[src/rtl/mem_refill_arbiter_pkg.sv]
`default_nettype none
// ============================================================================
// Module   : mem_refill_arbiter_pkg
// Brief    : Shared states, grant encoding and address helpers for the arbiter
// Revision : 1.0
// ============================================================================
package mem_refill_arbiter_pkg;

    localparam int WORD_BYTES = 4;

    typedef enum logic [1:0] {
        IDLE     = 2'd0,
        I_BURST  = 2'd1,
        I_DONE   = 2'd2,
        D_ACCESS = 2'd3
    } state_e;

    typedef enum logic {
        GNT_I = 1'b0,
        GNT_D = 1'b1
    } gnt_e;

    // Clears the byte-in-line offset so the burst always starts at word 0.
    function automatic logic [31:0] line_base(input logic [31:0] addr, input int line_words);
        logic [31:0] mask;
        mask = 32'(line_words * WORD_BYTES) - 32'd1;
        return addr & ~mask;
    endfunction

    function automatic logic [31:0] word_align(input logic [31:0] addr);
        return {addr[31:2], 2'b00};
    endfunction

endpackage
`default_nettype wire

[src/rtl/mem_refill_arbiter_if.sv]
`default_nettype none
// ============================================================================
// Module   : mem_refill_arbiter_if
// Brief    : Word-wide external memory request/acknowledge bus
// Revision : 1.0
// ============================================================================
interface mem_refill_arbiter_if;

    logic        MemReq;
    logic        MemWe;
    logic [31:0] MemAddr;
    logic [31:0] MemWData;
    logic [31:0] MemRData;
    logic        MemAck;

    modport master (
        output MemReq,
        output MemWe,
        output MemAddr,
        output MemWData,
        input  MemRData,
        input  MemAck
    );

    modport slave (
        input  MemReq,
        input  MemWe,
        input  MemAddr,
        input  MemWData,
        output MemRData,
        output MemAck
    );

endinterface
`default_nettype wire

[src/rtl/mem_refill_arbiter_rr_arbiter2.sv]
`default_nettype none
// ============================================================================
// Module   : rr_arbiter2
// Brief    : Two-requester round-robin arbiter; ties go opposite to last grant
// Revision : 1.0
// ============================================================================
module rr_arbiter2
    import mem_refill_arbiter_pkg::*;
(
    input  wire logic Clk,
    input  wire logic Rst_n,
    input  wire logic i_en,
    input  wire logic i_req_i,
    input  wire logic i_req_d,
    output logic      o_gnt_valid,
    output gnt_e      o_gnt
);

    gnt_e r_last;

    always_comb begin
        o_gnt_valid = i_en & (i_req_i | i_req_d);
        o_gnt       = GNT_I;
        if (i_req_i && i_req_d) begin
            o_gnt = (r_last == GNT_I) ? GNT_D : GNT_I;
        end else if (i_req_d) begin
            o_gnt = GNT_D;
        end
    end

    // Starting at GNT_I means the data side wins the first tie after reset.
    always_ff @(posedge Clk or negedge Rst_n) begin
        if (!Rst_n) begin
            r_last <= GNT_I;
        end else if (o_gnt_valid) begin
            r_last <= o_gnt;
        end
    end

endmodule
`default_nettype wire

[src/rtl/mem_refill_arbiter.sv]
`default_nettype none
// ============================================================================
// Module   : mem_refill_arbiter
// Brief    : Shares one memory port between I-line refills and D word accesses
//            Optional MEM_TIMEOUT_EN adds a per-word ack timeout with BusErr.
// Revision : 1.0
// ============================================================================
module mem_refill_arbiter
    import mem_refill_arbiter_pkg::*;
#(
    parameter int LINE_WORDS     = 4,
    parameter int TIMEOUT_CYCLES = 255
)
(
    input  wire logic                          Clk,
    input  wire logic                          Rst_n,
    input  wire logic                          IMiss,
    input  wire logic [31:0]                   IMissAddr,
    output logic                               IRefillWe,
    output logic [$clog2(LINE_WORDS)-1:0]      IRefillIdx,
    output logic [31:0]                        IRefillData,
    output logic                               IRefillDone,
    output logic                               IStall,
    input  wire logic                          DReq,
    input  wire logic                          DWe,
    input  wire logic [31:0]                   DAddr,
    input  wire logic [31:0]                   DWData,
    output logic [31:0]                        DRData,
    output logic                               DAck,
    mem_refill_arbiter_if.master               mem,
    output logic                               BusErr
);

    localparam int                  c_IDX_W = $clog2(LINE_WORDS);
    localparam logic [c_IDX_W-1:0]  c_LAST  = c_IDX_W'(LINE_WORDS - 1);

    state_e               r_state;
    logic [31:0]          r_base;
    logic [c_IDX_W-1:0]   r_cnt;
    logic                 r_mem_req;
    logic                 r_mem_we;
    logic [31:0]          r_mem_addr;
    logic [31:0]          r_mem_wdata;
    logic                 r_refill_we;
    logic [c_IDX_W-1:0]   r_refill_idx;
    logic [31:0]          r_refill_data;
    logic                 r_refill_done;
    logic [31:0]          r_drdata;
    logic                 r_dack;

    logic                 w_arb_en;
    logic                 w_gnt_valid;
    gnt_e                 w_gnt;
    logic [31:0]          w_base;
    logic [c_IDX_W-1:0]   w_cnt_inc;
    logic [31:0]          w_next_off;

`ifdef MEM_TIMEOUT_EN
    localparam int                 c_WAIT_W    = $clog2(TIMEOUT_CYCLES + 1);
    localparam logic [c_WAIT_W-1:0] c_WAIT_LAST = c_WAIT_W'(TIMEOUT_CYCLES - 1);
    logic [c_WAIT_W-1:0]  r_wait;
    logic                 r_bus_err;
    assign BusErr = r_bus_err;
`else
    logic [31:0]          w_unused_timeout;
    assign w_unused_timeout = 32'(TIMEOUT_CYCLES);
    assign BusErr           = 1'b0;
`endif

    // Grants are held off during the DAck cycle so a requester that is still
    // dropping DReq cannot be re-served; this gives the mandatory IDLE gap.
    assign w_arb_en   = (r_state == IDLE) && !r_dack;
    assign w_base     = line_base(IMissAddr, LINE_WORDS);
    assign w_cnt_inc  = r_cnt + c_IDX_W'(1);
    assign w_next_off = {{(30 - c_IDX_W){1'b0}}, w_cnt_inc, 2'b00};

    rr_arbiter2 u_rr_arbiter2 (
        .Clk         (Clk),
        .Rst_n       (Rst_n),
        .i_en        (w_arb_en),
        .i_req_i     (IMiss),
        .i_req_d     (DReq),
        .o_gnt_valid (w_gnt_valid),
        .o_gnt       (w_gnt)
    );

    always_ff @(posedge Clk or negedge Rst_n) begin
        if (!Rst_n) begin
            r_state       <= IDLE;
            r_base        <= '0;
            r_cnt         <= '0;
            r_mem_req     <= 1'b0;
            r_mem_we      <= 1'b0;
            r_mem_addr    <= '0;
            r_mem_wdata   <= '0;
            r_refill_we   <= 1'b0;
            r_refill_idx  <= '0;
            r_refill_data <= '0;
            r_refill_done <= 1'b0;
            r_drdata      <= '0;
            r_dack        <= 1'b0;
`ifdef MEM_TIMEOUT_EN
            r_wait        <= '0;
            r_bus_err     <= 1'b0;
`endif
        end else begin
            r_refill_we   <= 1'b0;
            r_refill_done <= 1'b0;
            r_dack        <= 1'b0;
            case (r_state)
                IDLE: begin
                    if (w_gnt_valid) begin
`ifdef MEM_TIMEOUT_EN
                        r_wait <= '0;
`endif
                        r_mem_req <= 1'b1;
                        if (w_gnt == GNT_I) begin
                            r_state    <= I_BURST;
                            r_base     <= w_base;
                            r_cnt      <= '0;
                            r_mem_addr <= w_base;
                            r_mem_we   <= 1'b0;
                        end else begin
                            r_state     <= D_ACCESS;
                            r_mem_addr  <= word_align(DAddr);
                            r_mem_we    <= DWe;
                            r_mem_wdata <= DWData;
                        end
                    end
                end

                I_BURST: begin
                    if (mem.MemAck) begin
`ifdef MEM_TIMEOUT_EN
                        r_wait <= '0;
`endif
                        r_refill_we   <= 1'b1;
                        r_refill_idx  <= r_cnt;
                        r_refill_data <= mem.MemRData;
                        r_cnt         <= w_cnt_inc;
                        if (r_cnt == c_LAST) begin
                            r_state       <= I_DONE;
                            r_refill_done <= 1'b1;
                            r_mem_req     <= 1'b0;
                        end else begin
                            r_mem_addr <= r_base + w_next_off;
                        end
                    end
`ifdef MEM_TIMEOUT_EN
                    else if (r_wait == c_WAIT_LAST) begin
                        r_state       <= I_DONE;
                        r_refill_done <= 1'b1;
                        r_mem_req     <= 1'b0;
                        r_bus_err     <= 1'b1;
                    end else begin
                        r_wait <= r_wait + c_WAIT_W'(1);
                    end
`endif
                end

                I_DONE: begin
                    r_state <= IDLE;
                end

                D_ACCESS: begin
                    if (mem.MemAck) begin
                        r_state   <= IDLE;
                        r_mem_req <= 1'b0;
                        r_mem_we  <= 1'b0;
                        r_dack    <= 1'b1;
                        if (!r_mem_we) begin
                            r_drdata <= mem.MemRData;
                        end
                    end
`ifdef MEM_TIMEOUT_EN
                    else if (r_wait == c_WAIT_LAST) begin
                        r_state   <= IDLE;
                        r_mem_req <= 1'b0;
                        r_mem_we  <= 1'b0;
                        r_dack    <= 1'b1;
                        r_drdata  <= '0;
                        r_bus_err <= 1'b1;
                    end else begin
                        r_wait <= r_wait + c_WAIT_W'(1);
                    end
`endif
                end

                default: begin
                    r_state <= IDLE;
                end
            endcase
        end
    end

    assign mem.MemReq   = r_mem_req;
    assign mem.MemWe    = r_mem_we;
    assign mem.MemAddr  = r_mem_addr;
    assign mem.MemWData = r_mem_wdata;

    assign IRefillWe    = r_refill_we;
    assign IRefillIdx   = r_refill_idx;
    assign IRefillData  = r_refill_data;
    assign IRefillDone  = r_refill_done;
    assign IStall       = IMiss & ~r_refill_done;
    assign DRData       = r_drdata;
    assign DAck         = r_dack;

endmodule
`default_nettype wire

[src/flat_wrapper.sv]
// flat-port wrapper written by rule: the top's interface ports become plain ports
module mem_refill_arbiter_flat import mem_refill_arbiter_pkg::*;
#(
    parameter int LINE_WORDS     = 4,
    parameter int TIMEOUT_CYCLES = 255
)
  (Clk, Rst_n, IMiss, IMissAddr, IRefillWe, IRefillIdx, IRefillData, IRefillDone, IStall, DReq, DWe, DAddr, DWData, DRData, DAck, BusErr, mem_MemReq, mem_MemWe, mem_MemAddr, mem_MemWData, mem_MemRData, mem_MemAck);
  mem_refill_arbiter_if mem_i ();
  input  wire logic Clk;
  input  wire logic Rst_n;
  input  wire logic IMiss;
  input  wire logic [31:0] IMissAddr;
  output logic IRefillWe;
  output logic [$clog2(LINE_WORDS)-1:0] IRefillIdx;
  output logic [31:0] IRefillData;
  output logic IRefillDone;
  output logic IStall;
  input  wire logic DReq;
  input  wire logic DWe;
  input  wire logic [31:0] DAddr;
  input  wire logic [31:0] DWData;
  output logic [31:0] DRData;
  output logic DAck;
  output logic BusErr;
  output wire logic [$bits(mem_i.MemReq)-1:0] mem_MemReq;
  output wire logic [$bits(mem_i.MemWe)-1:0] mem_MemWe;
  output wire logic [$bits(mem_i.MemAddr)-1:0] mem_MemAddr;
  output wire logic [$bits(mem_i.MemWData)-1:0] mem_MemWData;
  input wire logic [$bits(mem_i.MemRData)-1:0] mem_MemRData;
  input wire logic [$bits(mem_i.MemAck)-1:0] mem_MemAck;
  assign mem_MemReq = mem_i.MemReq;
  assign mem_MemWe = mem_i.MemWe;
  assign mem_MemAddr = mem_i.MemAddr;
  assign mem_MemWData = mem_i.MemWData;
  assign mem_i.MemRData = mem_MemRData;
  assign mem_i.MemAck = mem_MemAck;
  mem_refill_arbiter #(.LINE_WORDS(LINE_WORDS), .TIMEOUT_CYCLES(TIMEOUT_CYCLES)) u_core (.Clk(Clk), .Rst_n(Rst_n), .IMiss(IMiss), .IMissAddr(IMissAddr), .IRefillWe(IRefillWe), .IRefillIdx(IRefillIdx), .IRefillData(IRefillData), .IRefillDone(IRefillDone), .IStall(IStall), .DReq(DReq), .DWe(DWe), .DAddr(DAddr), .DWData(DWData), .DRData(DRData), .DAck(DAck), .mem(mem_i), .BusErr(BusErr));
endmodule
[config.mk]
export PLATFORM = sky130hd
export DESIGN_NAME = mem_refill_arbiter_flat
export DESIGN_NICKNAME = d
export VERILOG_FILES = /design/src/rtl/mem_refill_arbiter_pkg.sv /design/src/rtl/mem_refill_arbiter_if.sv /design/src/rtl/mem_refill_arbiter_rr_arbiter2.sv /design/src/rtl/mem_refill_arbiter.sv /design/src/flat_wrapper.sv
export SDC_FILE = /design/constraint.sdc
export NUM_CORES = 1
export LEC_CHECK = 0
export ABC_AREA = 1
export CAP_MARGIN = 20
export CORE_MARGIN = 2
export CORE_UTILIZATION = 40
export CTS_BUF_LIST = sky130_fd_sc_hd__clkbuf_4 sky130_fd_sc_hd__clkbuf_8
export DETAILED_ROUTE_END_ITERATION = 12
export MAX_ROUTING_LAYER = met4
export PLACE_DENSITY = 0.74
export SYNTH_ARGS = -nofsm -noshare
export SYNTH_HDL_FRONTEND = slang
export SYNTH_HIERARCHICAL = 1
export SYNTH_SLANG_ARGS = --single-unit
[constraint.sdc]
create_clock -name Clk -period 2.5 [get_ports Clk]
set_clock_uncertainty 0.15 [all_clocks]
set_input_delay 0.25 -clock Clk [delete_from_list [all_inputs] [get_ports Clk]]
set_output_delay 0.25 -clock Clk [all_outputs]
set_load 0.02 [all_outputs]
==> results of run 1 <==
## synth_stat cells
library cell  instances
o21ai_0             108
inv_1               102
nor2_1                4
nand2_2               2
nor2_4                2
nand3_1              10
ha_1                  1
conb_1                1
o21ai_1              33
o21ai_2              19
nor3_1                1
nand2_1             352
buf_4                11
buf_1                 3
dfrtp_1             166
inv_4                 1
a21boi_1              1
a21oi_1               2
clkbuf_1              9
nand3_2               1
or2_1                 1
nand2_4               1
nor2_2                1
buf_6                 8
buf_2                16
inv_2                 3
## through the flow
step / utilization / std cells / setup slack, ns / power [µW]
2_1_floorplan: - / 861 / 0.710 / 8000
3_3_place_gp: 0.564 / 1319 / 0.352 / 10700
3_5_place_dp: 0.564 / 1319 / 0.310 / 10900
4_1_cts: 0.587 / 1352 / 0.293 / 12900
5_1_grt: 0.587 / 1352 / 0.0957 / 13700
6_report: 0.587 / 1352 / 0.305 / 12700
## state kept, by name (all words and copies together) (netlist names), 2 cells and up
signal / flops
u_core/r_state: 2
u_core/DRData: 32
u_core/mem.MemAddr: 30
u_core/r_cnt: 2
u_core/r_base: 28
u_core/IRefillData: 32
u_core/IRefillIdx: 2
u_core/mem.MemWData: 32
## per-layer routing
layer	GRT usage	vias up	wire length [µm]	part of all wire
met1	0.253	2853	8000	0.43
met2	0.311	212	8770	0.47
li1	-	3137	-	-
met5	-	-	0	0
met4	0.0892	0	647	0.035
met3	0.0561	44	1150	0.062
## critical path: stages, from the launching register on
cell and delay [ns]:
dfrtp_1 0.50, nor3_1 0.35, o21ai_2 0.10, inv_1 0.14, nand3_2 0.35, buf_12 0.31
o21ai_0 0.19
## worst max path at each step
stage / from / end / slack [ns] / cells past startpoint
after detailed placement: IMiss / u_core/mem.MemWData[23] / 0.31 / 7
after CTS: u_core/r_state[1] / u_core/mem.MemWData[3] / 0.29 / 6
after global routing: u_core/r_state[1] / u_core/mem.MemWData[3] / 0.1 / 6
after global placement: IMiss / u_core/mem.MemWData[16] / 0.35 / 7
final: u_core/r_state[1] / u_core/mem.MemWData[3] / 0.30 / 6
after floorplan: u_core/r_state[0] / u_core/mem.MemAddr[2] / 0.71 / 10
## cells by family (layout without fill, tap and decap cells)
logic type,count (synthesis),after routing
compound gates,163,163
fa+ha+maj,1,1
buf+inv,153,415
flops,166,166
other cells,1,3
simple gates,375,375
## repair_timing
item / CTS / global route
hold buffers: 1 / 0
gates resized for setup: 0 / 0
endpoints found under the hold margin: 139 / 0
## layout make-up
type | count | area [µm²] | share of cell area
Tap cell | 229 | 287 | 0.0273
Timing Repair Buffer | 277 | 2840 | 0.271
Clock buffer | 17 | 234 | 0.0223
Clock inverter | 15 | 179 | 0.0171
Multi-Input combinational cell | 542 | 2390 | 0.228
Sequential cell | 166 | 4150 | 0.396
Inverter | 106 | 400 | 0.0382
## report_power, final
| part | switching [µW] | internal (µW) |
|---|---|---|
| clock network | 1130 | 852 |
| registers | 650 | 3880 |
| logic | 3500 | 2730 |
==> impl_metrics.py, run 1 <==
metrics = {
    "floorplan": {
        "die_w_um": 138,
        "core_um2": 17800,
        "rows": 49,
        "dieArea_um2": 19100,
        "die_h_um": 138,
        "initial_core_util": 0.405,
        "pin_count": 271,
    },
    "synth": {
        "seq_area_frac_synth": 0.575,
        "synth-adder-area-share": 0.00173,
        "synth_top_family_by_area": "simple AND/OR/NAND/NOR gates",
        "synth_compound_gate_area_share": 0.123,
        "synth_cell_types": 26,
        "synth_area_um2": 7220,
        "synth_cells": 859,
        "yosys_register_bits": 166,
        "synth.avg_cell_area_um2": 8.40,
        "yosys.area.top_type": "dfrtp_1",
        "synth_top_area_share": 0.575,
        "muxShareOfSynthArea": 0,
        "ys_warn_count": 6,
        "synthSimpleGateAreaFrac": 0.202,
        "synth_area_leaders": "dfrtp_1, nand2_1, o21ai_0, inv_1, o21ai_2",
        "synth_xor_xnor_area_share": 0,
    },
    "worst_setup_path": {
        "r2r-start": "u_core/r_state[1]",
        "critPathCaptureType": "register",
        "critPathRequiredTime_ns": 2.71,
        "worstSetupPathType": "reg2reg",
        "reg2reg_slack_ns": 0.30,
        "arrival_ns": 2.40,
        "cp-start-kind": "register",
        "reg2regPathDepth": 6,
        "crit_fanout": 32,
        "r2r_end": "u_core/mem.MemWData[3]",
    },
    "clock_network": {
        "clk_pin_slew_ns": 0.10,
        "cts_buffer_depth": 2,
        "numCtsBuffers": 17,
        "cts_max_level": 4,
        "insertion_delay_ns": 0.45,
        "cts.sinks": 166,
        "tritoncts": "done",
        "cts_setup_buffers": 0,
        "root_buffer": "clkbuf_8",
    },
    "drt": {
        "dr_total_vias": 6246,
        "first_pass_iters": 5,
        "drt_iter0_markers": 381,
        "drc": 0,
        "totalWireLength_um": 18600,
        "viasPerCell": 4.62,
        "wl_per_cell_um": 13.7,
        "ant_nets": 0,
    },
    "placement": {
        "gp_congestion": 0.825,
        "place_hpwl_um": 13000,
        "postPlaceCellArea_um2": 10100,
        "portBuffers": 261,
    },
    "sta": {
        "relSlewSlack": 0.636,
        "fmaxAchievable_ghz": 0.456,
        "fin_crit_ns": 2.20,
        "period_share": 0.878,
        "hold_violations": 0,
        "setup_viol": 0,
        "grt_setup_unrepaired": "false",
        "tightest_slew_ns": 0.546,
        "hold_slack_ns": 0.134,
        "drv_slew": 0,
        "fin_tns_setup_ns": 0,
    },
    "pwr": {
        "leakagePower_uw": 0.00522,
        "peakVddDrop_v": 0.000651,
        "pwr_density_cell_nw_per_um2": 1220,
    },
    "cells_and_area": {
        "drive_gt1_frac": 0.0712,
        "mostFrequentLayoutCells": "nand2_1, clkdlybuf4s50_1, dfrtp_1",
        "final_nets": 1245,
        "diodes": 0,
        "n_fill_cell": 1575,
        "final_area_um2": 10500,
        "layout_commonest_cell": "nand2_1",
        "area_delta_synth_final_pct": 45.2,
    },
    "status": {
        "status": "finished, final reports clean",
    },
    "grt": {
        "grt_pass1_vias": 6037,
        "grt_usage": 0.203,
        "grt_pass1_wl_um": 30400,
        "grt_antenna_before_repair": 0,
        "grt_max_degree": 65,
        "overflow": 0,
    },
    "hold_path": {
        "holdCritPathClass": "in2async",
    },
    "job": {
        "cap_violations": 0,
    },
}
(Power assumes the default switching activity.)
==> run 2, diff against run 1 <==
--- a/config.mk
+++ b/config.mk
@@ -6,7 +6,7 @@
 export NUM_CORES = 1
 export LEC_CHECK = 0
 export ABC_AREA = 1
-export CAP_MARGIN = 20
+export CAP_MARGIN = 0
 export CORE_MARGIN = 2
 export CORE_UTILIZATION = 40
 export CTS_BUF_LIST = sky130_fd_sc_hd__clkbuf_4 sky130_fd_sc_hd__clkbuf_8
==> results of run 2 <==
The final DEF is identical to that of run 1; final timing and power are the same.
==> run 3, diff against run 2 <==
--- a/config.mk
+++ b/config.mk
@@ -11,6 +11,7 @@
 export CORE_UTILIZATION = 40
 export CTS_BUF_LIST = sky130_fd_sc_hd__clkbuf_4 sky130_fd_sc_hd__clkbuf_8
 export DETAILED_ROUTE_END_ITERATION = 12
+export HOLD_SLACK_MARGIN = 0.02
 export MAX_ROUTING_LAYER = met4
 export PLACE_DENSITY = 0.74
 export SYNTH_ARGS = -nofsm -noshare
==> results of run 3 <==
The final DEF is identical to that of run 1; final timing and power are the same.
